`config.mk`:
```
export PLATFORM = sky130hd
export DESIGN_NAME = axis_2_fifo_adapter
export DESIGN_NICKNAME = d
export VERILOG_FILES = /design/src/rtl/axis_2_fifo_adapter.sv
export SDC_FILE = /design/constraint.sdc
export NUM_CORES = 1
export LEC_CHECK = 0
export ABC_AREA = 0
export CORE_MARGIN = 3
export CORE_UTILIZATION = 40
export CTS_CLUSTER_SIZE = 12
export DETAILED_ROUTE_END_ITERATION = 16
export PLACE_DENSITY = 0.67
export SETUP_SLACK_MARGIN = 0.4
export SYNTH_ARGS = -nofsm -noshare
export SYNTH_HDL_FRONTEND = slang
export SYNTH_SLANG_ARGS = --single-unit
```
`constraint.sdc`:
```
create_clock -name clk -period 4 [get_ports clk]
set_clock_uncertainty 0.1 [all_clocks]
set_input_delay 0.8 -clock clk [delete_from_list [all_inputs] [get_ports clk]]
set_output_delay 0.8 -clock clk [all_outputs]
set_load 0.02 [all_outputs]
```
`src/rtl/axis_2_fifo_adapter.sv`:
```
// AXI-Stream slave to FIFO write-port adapter.
// A two-entry skid buffer (output register + skid register) keeps a registered
// tready while sustaining one beat per cycle. A small packet tracker reports
// busy, per-packet length and the completed-packet count.
module axis_2_fifo_adapter #(
    parameter int AXIS_DATA_WIDTH = 32,
    parameter int FIFO_DATA_WIDTH = AXIS_DATA_WIDTH,
    parameter int PKT_LEN_WIDTH   = 16
) (
    input  logic                       clk,
    input  logic                       rst,
    input  logic                       i_axis_tuser,
    input  logic [AXIS_DATA_WIDTH-1:0] i_axis_tdata,
    input  logic                       i_axis_tvalid,
    output logic                       o_axis_tready,
    input  logic                       i_axis_tlast,
    output logic [FIFO_DATA_WIDTH-1:0] o_fifo_data,
    output logic                       o_fifo_last,
    output logic                       o_fifo_w_stb,
    input  logic                       i_fifo_not_full,
    output logic                       o_busy,
    output logic                       o_pkt_done,
    output logic [PKT_LEN_WIDTH-1:0]   o_pkt_len,
    output logic [PKT_LEN_WIDTH-1:0]   o_pkt_count
);

    typedef enum logic [0:0] {
        IDLE   = 1'b0,
        IN_PKT = 1'b1
    } state_t;

    localparam logic [PKT_LEN_WIDTH-1:0] CNT_MAX = {PKT_LEN_WIDTH{1'b1}};

    // Counter increment that sticks at all-ones instead of wrapping.
    function automatic logic [PKT_LEN_WIDTH-1:0] sat_inc(input logic [PKT_LEN_WIDTH-1:0] v);
        if (v == CNT_MAX) begin
            sat_inc = CNT_MAX;
        end else begin
            sat_inc = v + PKT_LEN_WIDTH'(1);
        end
    endfunction

    // Skid buffer storage
    logic                       out_valid_r, out_valid_s;
    logic [AXIS_DATA_WIDTH-1:0] out_data_r, out_data_s;
    logic                       out_last_r, out_last_s;
    logic                       skid_valid_r, skid_valid_s;
    logic [AXIS_DATA_WIDTH-1:0] skid_data_r, skid_data_s;
    logic                       skid_last_r, skid_last_s;
    logic                       tready_r;

    // Packet tracking
    state_t                     state_r;
    logic                       busy_r;
    logic                       pkt_done_r;
    logic [PKT_LEN_WIDTH-1:0]   beat_cnt_r;
    logic [PKT_LEN_WIDTH-1:0]   pkt_len_r;
    logic [PKT_LEN_WIDTH-1:0]   pkt_count_r;

    logic accept_s;
    logic write_s;
    logic unused_tuser_s;

    assign unused_tuser_s = i_axis_tuser;
    assign accept_s       = i_axis_tvalid & tready_r;
    assign write_s        = out_valid_r & i_fifo_not_full;

    assign o_axis_tready  = tready_r;
    assign o_fifo_w_stb   = write_s;
    assign o_fifo_data    = FIFO_DATA_WIDTH'(out_data_r);
    assign o_fifo_last    = out_last_r;
    assign o_busy         = busy_r;
    assign o_pkt_done     = pkt_done_r;
    assign o_pkt_len      = pkt_len_r;
    assign o_pkt_count    = pkt_count_r;

    // Next state of the two buffer entries: refill the output register first
    // from the skid entry, then from the input; park extra beats in the skid.
    always_comb begin
        out_valid_s  = out_valid_r;
        out_data_s   = out_data_r;
        out_last_s   = out_last_r;
        skid_valid_s = skid_valid_r;
        skid_data_s  = skid_data_r;
        skid_last_s  = skid_last_r;
        if (!out_valid_r || write_s) begin
            if (skid_valid_r) begin
                out_valid_s  = 1'b1;
                out_data_s   = skid_data_r;
                out_last_s   = skid_last_r;
                skid_valid_s = 1'b0;
            end else if (accept_s) begin
                out_valid_s  = 1'b1;
                out_data_s   = i_axis_tdata;
                out_last_s   = i_axis_tlast;
            end else begin
                out_valid_s  = 1'b0;
            end
        end else begin
            if (accept_s) begin
                skid_valid_s = 1'b1;
                skid_data_s  = i_axis_tdata;
                skid_last_s  = i_axis_tlast;
            end else begin
                skid_valid_s = skid_valid_r;
            end
        end
    end

    // Buffer registers; tready is registered as the inverse of next skid occupancy.
    always_ff @(posedge clk or posedge rst) begin
        if (rst) begin
            out_valid_r  <= 1'b0;
            out_data_r   <= '0;
            out_last_r   <= 1'b0;
            skid_valid_r <= 1'b0;
            skid_data_r  <= '0;
            skid_last_r  <= 1'b0;
            tready_r     <= 1'b0;
        end else begin
            out_valid_r  <= out_valid_s;
            out_data_r   <= out_data_s;
            out_last_r   <= out_last_s;
            skid_valid_r <= skid_valid_s;
            skid_data_r  <= skid_data_s;
            skid_last_r  <= skid_last_s;
            tready_r     <= ~skid_valid_s;
        end
    end

    // Packet FSM and statistics; everything advances only on an actual FIFO write.
    always_ff @(posedge clk or posedge rst) begin
        if (rst) begin
            state_r     <= IDLE;
            busy_r      <= 1'b0;
            pkt_done_r  <= 1'b0;
            beat_cnt_r  <= '0;
            pkt_len_r   <= '0;
            pkt_count_r <= '0;
        end else begin
            pkt_done_r <= 1'b0;
            if (write_s) begin
                case (state_r)
                    IDLE: begin
                        if (!out_last_r) begin
                            state_r <= IN_PKT;
                            busy_r  <= 1'b1;
                        end else begin
                            state_r <= IDLE;
                            busy_r  <= 1'b0;
                        end
                    end
                    IN_PKT: begin
                        if (out_last_r) begin
                            state_r <= IDLE;
                            busy_r  <= 1'b0;
                        end else begin
                            state_r <= IN_PKT;
                            busy_r  <= 1'b1;
                        end
                    end
                    default: begin
                        state_r <= IDLE;
                        busy_r  <= 1'b0;
                    end
                endcase
                if (out_last_r) begin
                    beat_cnt_r  <= '0;
                    pkt_len_r   <= sat_inc(beat_cnt_r);
                    pkt_count_r <= pkt_count_r + PKT_LEN_WIDTH'(1);
                    pkt_done_r  <= 1'b1;
                end else begin
                    beat_cnt_r  <= sat_inc(beat_cnt_r);
                end
            end
        end
    end

endmodule
```
# --- Yosys cells after proc, flatten, opt, wreduce, memory -nomap -nowiden ---
# Index checks and enable logic that the tools add are counted.
word_totals:
  regBits: 119
  out_inout_bits: 69
  elab_cells: 38
classes:
  bitwise: 4
  n_addsub: 2
  reduce_logical: 6
  n_eq_ne: 1
  muxes: 13
ops:
  columns: ["op", "count"]
  rows:
  - ["$mux W32", 2]
  - ["$add A16 B1 Y16 const B", 2]
  - ["$mux W16", 2]
  - ["$eq A16 B16 Y1 const B", 1]
  - ["$mux W1", 9]
  - ["$reduce_and A2 Y1", 3]
  - ["$and A1 B1 Y1", 2]
  - ["$not A1 Y1", 2]
  - ["$reduce_bool A2 Y1", 1]
  - ["$logic_not A1 Y1", 1]
  - ["$logic_or A1 B1 Y1", 1]

# --- Longest topological paths before layout ---
# Gate-level depths: netlist of run 1.
logic_depth:
  ltp_word: 4
  ltp_mapped: 9
  ltp_nobuf: 8

# --- Worst setup path after synthesis of run 1 ---
# OpenSTA, ideal clock, no wires.
synth_path:
  kind: "input to output"
  start: "input i_fifo_not_full"
  end: "output o_fifo_w_stb"
  required_ps: 3100
  path_slack_ps: 1735
  cell_stages: 3
  t_arrival_ps: 1365
  n_path_buf: 1
  cell_sequence: "nand2_2 inv_2 clkbuf_1"
synth_between:
  elab_chain_cells: 1
synth_rtl:
  columns: ["item", "line", "rtl"]
  rows:
  - ["start, declared", "20", "input logic i_fifo_not_full,"]
  - ["$and A1 B1 Y1", "66", "assign write_s = out_valid_r & i_fifo_not_full;"]
  - ["end, declared", "19", "output logic o_fifo_w_stb,"]
# No other way between the ends.

# --- Worst setup path in the final report of run 1 ---
# Same ends and word-level chain as after synthesis.

==> results of run 1 <==
[logic make-up (layout without fill, tap and decap cells)]
group	count (synthesis)	in the layout	share of synthesized area
mux	67	67	0.137
simple gates	121	121	0.117
buf+inv	31	150	0.0243
xor+xnor	28	28	0.0472
flops	119	119	0.573
compound gates	87	87	0.0968
fa+ha+maj	2	2	0.00481
[cells in the mapped netlist (8+ instances only)]
| cell | instances | area share |
|---|---|---|
| a21oi_1 | 52 | 0.050 |
| a31oi_1 | 15 | 0.018 |
| buf_1 | 9 | 0.0065 |
| buf_2 | 8 | 0.0077 |
| clkbuf_1 | 8 | 0.0058 |
| dfrtp_1 | 119 | 0.57 |
| mux2_2 | 33 | 0.071 |
| mux2i_1 | 33 | 0.064 |
| nand2_1 | 15 | 0.011 |
| nand3_1 | 10 | 0.0096 |
| nor2_1 | 62 | 0.045 |
| xnor2_1 | 22 | 0.037 |
[registers in the layout, indices dropped and copies added (netlist names)]
signal	flops
beat_cnt_r	16
o_axis_tready	1
o_busy	1
o_fifo_data	32
o_fifo_last	1
o_pkt_count	16
o_pkt_done	1
o_pkt_len	16
out_valid_r	1
skid_data_r	32
skid_last_r	1
skid_valid_r	1
[area by class of cell]
type,instances,area [um^2]
Multi-Input combinational cell,305,2110
Clock inverter,9,170
Timing Repair Buffer,112,1120
Tap cell,172,215
Clock buffer,23,478
Inverter,6,26.3
Sequential cell,119,2980
Fill cell,1073,5580
[worst register-to-register path: cells and delay by family, from the launching register on]
family | cells | cell delay (ns)
flip-flops | 1 | 0.46
AND/OR/NAND/NOR | 3 | 1.04
AO/OA/AOI/OAI | 2 | 0.52
adder cells (fa/ha/maj) | 1 | 0.30
[worst paths after layout]
kind                                             startpoint                     endpoint  slack (ns)
worst max register to register    beat_cnt_r[0]$_DFFE_PP0P_    beat_cnt_r[4]$_DFFE_PP0P_        1.52
max in group asynchronous                               rst     o_pkt_len[0]$_DFFE_PP0P_        2.21
worst min-delay path            o_pkt_count[15]$_DFFE_PP0P_  o_pkt_count[15]$_DFFE_PP0P_        0.37
worst max-delay path                        i_fifo_not_full                 o_fifo_w_stb        0.90
min in group asynchronous                               rst  o_pkt_count[15]$_DFFE_PP0P_        0.81
worst min register to register  o_pkt_count[15]$_DFFE_PP0P_  o_pkt_count[15]$_DFFE_PP0P_        0.37
[per-stage QoR]
| stage | hold WS (ns) | utilization | std cells |
|---|---|---|---|
| floorplan | 0.379 | - | 455 |
| global placement | 0.365 | 0.508 | 714 |
| detailed placement | 0.366 | 0.508 | 714 |
| CTS | 0.373 | 0.560 | 746 |
| global route | 0.410 | 0.560 | 746 |
| finish | 0.367 | 0.560 | 746 |
[layer usage]
| layer | vias up | routed length (um) | GRT usage | part of all wire |
|---|---|---|---|---|
| met1 | 1836 | 5100 | 0.216 | 0.45 |
| met5 | - | 0 | 0 | 0 |
| li1 | 1814 | - | - | - |
| met4 | 0 | 192 | 0.0644 | 0.017 |
| met3 | 15 | 492 | 0.0485 | 0.043 |
| met2 | 97 | 5560 | 0.266 | 0.49 |
[report_power, final]
group | leakage, nW | switching [mW] | internal [mW]
logic | 1.18 | 0.582 | 0.586
registers | 1.44 | 0.202 | 1.50
clock network | 0.321 | 0.511 | 1.15
total | 2.94 | 1.29 | 3.24
==> results.ini, run 1 <==
[run_status]
status=finished, final reports clean

[pwr]
leakagePower_nw=2.94
fin_total_pwr_mw=4.53
p_per_area_mw_per_mm2=639
ir_drop_mv=0.273

[setup_path]
critPathLaunchType=input pin
ff2ff_path_depth=6
worst-setup-path-type=input pin to output pin
cp_common_cell=clkdlybuf4s50_1
crit_chain=clkdlybuf4s50_1, nand2_2, inv_2, clkdlybuf4s50_1
max_stage_delay_ns=0.61
cp_top_family=buffers and inverters
critPathArrivalTime_ns=2.20
cp.depth=4
cp_slowest_cell=clkdlybuf4s50_1
crit_required_ns=3.10
endpoint_kind=output pin
worst-path-buf-inv=3
path_max_fanout=10

[synth]
ys_types=45
synth-seq-cells=119
synthCells=455
syn_nets=495
syn_area_mm2=0.00520
synth_seq_area_share=0.573
async_flop_share=1.00
synth_edf_count=0
avgSynthCellArea_um2=11.4
synth_top_flop_cell=dfrtp_1
yosysWarnings=0

[drt]
viasPerCell=5.04
dr_total_vias=3762
finalWirelength_mm=11.3
antenna_left=0
drc=0
drt-pass1-iter-count=4
wl_per_cell_um=15.2
drtIter0Drc=174

[clock_tree]
clockBufferDepth=2
cts_resized=0
cts.sinks=119
post-cts-setup-buffer-count=0
cts_tree=yes
clk_pin_slew_ns=0.05
htreeDepth=4
cts_hold_buf=0
cts_root_buf=clkbuf_16
clk_latency_ns=0.41
cts_made_buffers=17

[worst_hold_path]
hold_path_depth=1
worstHoldPathType=flip-flop to flip-flop

[cells_and_area]
n_antenna_cell=0
drive_gt1_frac=0.150
final_cell_area_mm2=0.00709
final_cell_mix=dfrtp_1, clkdlybuf4s50_1, nor2_1, a21oi_1
finalNetCount=601
layout_commonest_cell=dfrtp_1
area_growth_pct=36.4

[placed_design]
place_ws_ns=0.745
gp_congestion=0.791
io_buffers=105
hpwl_mm=7.72
placed_area_mm2=0.00644

[global_routing]
grt_usage=0.167
antenna_found_initial=0
grt_pass1_wl_mm=19.1
grt_start_max_net_pins=62
overflow=0
grt_pass1_vias=3893

[timing]
slew_violations=0
period_needed_ns=3.10
rsz0062_at_grt=false
setup-violations-final=0
finalCritPeriodShare=0.775
slew_headroom=0.374
tightest_slew_ns=0.938
clock.fmax_mhz=323
fin_ws_ns=0.901
finalHoldViolations=0
timing.setup.tns_ns=0

[floorplanning]
die_h_um=120
die_x_um=120
core_mm2=0.0127
rows=41
ioPinCount=107
die_area_mm2=0.0144
start_util=0.410

[job]
drv_cap=0

Note: power is estimated with default switching activity, not from simulation.
==> inputs of run 2 (changes only) <==
==> constraint.sdc (replaced) <==
create_clock -name clk -period 2.6 [get_ports clk]
set_clock_uncertainty 0.1 [all_clocks]
set_input_delay 0.52 -clock clk [delete_from_list [all_inputs] [get_ports clk]]
set_output_delay 0.52 -clock clk [all_outputs]
set_load 0.02 [all_outputs]
==> run 2 against run 1 <==
  * Sequential share of layout area up 0.10 points
  * Die area unchanged
  * Combinational power up 57%
  * First-iteration DRC count up 20%
==> results.ini, run 2 (synthesized netlist as in run 1, its figures left out) <==
[cells_and_area]
final_cell_area_mm2=0.00708  ; -0.12%
layout_commonest_cell=dfrtp_1
drive_gt1_frac=0.172  ; +0.0223
finalNetCount=608  ; +1.2%
fin_util=0.559  ; -0.000691
area_growth_pct=36.3
final_cell_mix=dfrtp_1, clkdlybuf4s50_1, nor2_1, a21oi_1
fillers=1096  ; +2.1%
ff_latch_area_mm2=0.00298  ; +0.13%
multiInputGateArea_mm2=0.00211  ; +0.24%
n_antenna_cell=0  ; unchanged

[clock_tree]
cts_tree=yes
cts.sinks=119  ; unchanged
clk_pin_slew_ns=0.05  ; about the same
clockBufferDepth=2  ; unchanged
clk_latency_ns=0.40  ; about the same
cts_made_buffers=17  ; unchanged
cts_root_buf=clkbuf_16
htreeDepth=4  ; unchanged

[setup_path]
worst-path-buf-inv=1  ; -2
cp_slowest_cell=clkdlybuf4s50_1
endpoint_kind=output pin
crit_required_ns=1.98  ; -1.12 ns
path_max_fanout=7  ; -3
critPathLaunchType=flip-flop
crit_chain=clkdlybuf4s50_1
cp.depth=1  ; -3
critPathArrivalTime_ns=1.50  ; -0.70 ns
ff2ff_path_depth=7  ; +1
max_stage_delay_ns=0.65  ; +0.04 ns
worst-setup-path-type=flip-flop to output pin
cp_top_family=buffers and inverters

[timing]
timing.setup.tns_ns=0  ; unchanged
slew_headroom=0.662  ; +0.288
tightest_slew_ns=0.507  ; -0.431 ns
period_needed_ns=2.12
rsz0062_at_grt=false
finalHoldViolations=0  ; unchanged
slew_violations=0  ; unchanged
finalCritPeriodShare=0.817
setup-violations-final=0  ; unchanged
clock.fmax_mhz=471

[pwr]
p_per_area_mw_per_mm2=927  ; +45%
ir_drop_mv=0.386  ; +41%
fin_total_pwr_mw=6.57  ; +45%
leakagePower_nw=2.93  ; -0.42%

[floorplanning]
rows=41  ; unchanged
die_h_um=120  ; unchanged
die_area_mm2=0.0144  ; unchanged
die_x_um=120  ; unchanged
start_util=0.410  ; unchanged
ioPinCount=107  ; unchanged
core_mm2=0.0127  ; unchanged

[global_routing]
overflow=0  ; unchanged
antenna_found_initial=0  ; unchanged
grt_usage=0.165  ; -0.00234
grt_pass1_vias=4018  ; +3.2%
grt_pass1_wl_mm=19.2  ; +0.54%
grt_start_max_net_pins=67  ; +8.1%

[drt]
drt-pass1-iter-count=4  ; unchanged
drc=0  ; unchanged
dr_total_vias=3854  ; +2.4%
viasPerCell=5.12  ; +1.5%
wl_per_cell_um=15.3  ; +0.91%
antenna_left=0  ; unchanged
finalWirelength_mm=11.6  ; +1.9%
drtIter0Drc=209  ; +20%

[worst_hold_path]
worstHoldPathType=flip-flop to flip-flop
hold_path_depth=1  ; unchanged

[job]
drv_cap=0  ; unchanged

[placed_design]
placed_area_mm2=0.00653  ; +1.4%
hpwl_mm=7.74  ; +0.22%
io_buffers=105  ; unchanged
gp_congestion=0.755  ; -4.6%

[run_status]
status=finished, final reports clean

==> run 2: cell types whose count changed in the layout (fill, tap and decap cells not counted), sizes merged, moves of 2 or more <==
cell | before | now
clkinvlp | 1 | 3
clkinv | 4 | 11
buf | 7 | 14
clkbuf | 23 | 18
bufinv | 5 | 1
==> run 2: metal layers <==
| metal | track usage | vias to the layer above | share of wire |
|---|---|---|---|
| li1 | - | 1835 | - |
| met5 | 0 | - | 0 |
| met1 | 0.218 | 1929 | 0.46 |
| met3 | 0.0325 | 13 | 0.032 |
| met2 | 0.267 | 77 | 0.49 |
| met4 | 0.0666 | 0 | 0.014 |
==> run 2: per-stage QoR <==
stage	hold slack, ns	cells	setup WS (ns)
detailed placement	0.370	721	0.181
global placement	0.368	721	0.174
global route	0.405	753	0.412
finish	0.376	753	0.476
CTS	0.381	753	0.417
floorplan	0.379	455	0.525
==> run 2: worst paths after layout <==
path,from,end,slack (ns)
max in group asynchronous,rst,beat_cnt_r[0]$_DFFE_PP0P_,1.58
setup reg to reg,beat_cnt_r[0]$_DFFE_PP0P_,o_pkt_len[14]$_DFFE_PP0P_,0.54
setup / recovery,o_pkt_count[5]$_DFFE_PP0P_,o_pkt_count[5],0.48
hold reg to reg,o_pkt_count[15]$_DFFE_PP0P_,o_pkt_count[15]$_DFFE_PP0P_,0.38
hold / removal,o_pkt_count[15]$_DFFE_PP0P_,o_pkt_count[15]$_DFFE_PP0P_,0.38
min in group asynchronous,rst,o_fifo_data[15]$_DFFE_PP0P_,0.50
==> run 2: timing repair <==
action	CTS	global route
setup endpoints to repair	4	6
resized for setup	3	4
hold buffers	0	0
pin swaps	0	2
buffers inserted	0	0
==> run 2: where the power goes <==
group | switching (mW) | leakage (nW) | internal, mW | total [mW]
registers | 0.298 | 1.44 | 2.31 | 2.61
logic | 0.915 | 1.22 | 0.923 | 1.84
clock network | 0.821 | 0.269 | 1.30 | 2.12
==> run 2: layout make-up <==
cell class / instances / area share
Clock inverter: 14 / 0.0157
Tap cell: 172 / 0.0304
Sequential cell: 119 / 0.421
Multi-Input combinational cell: 305 / 0.298
Inverter: 6 / 0.00371
Timing Repair Buffer: 119 / 0.170
Clock buffer: 18 / 0.0606
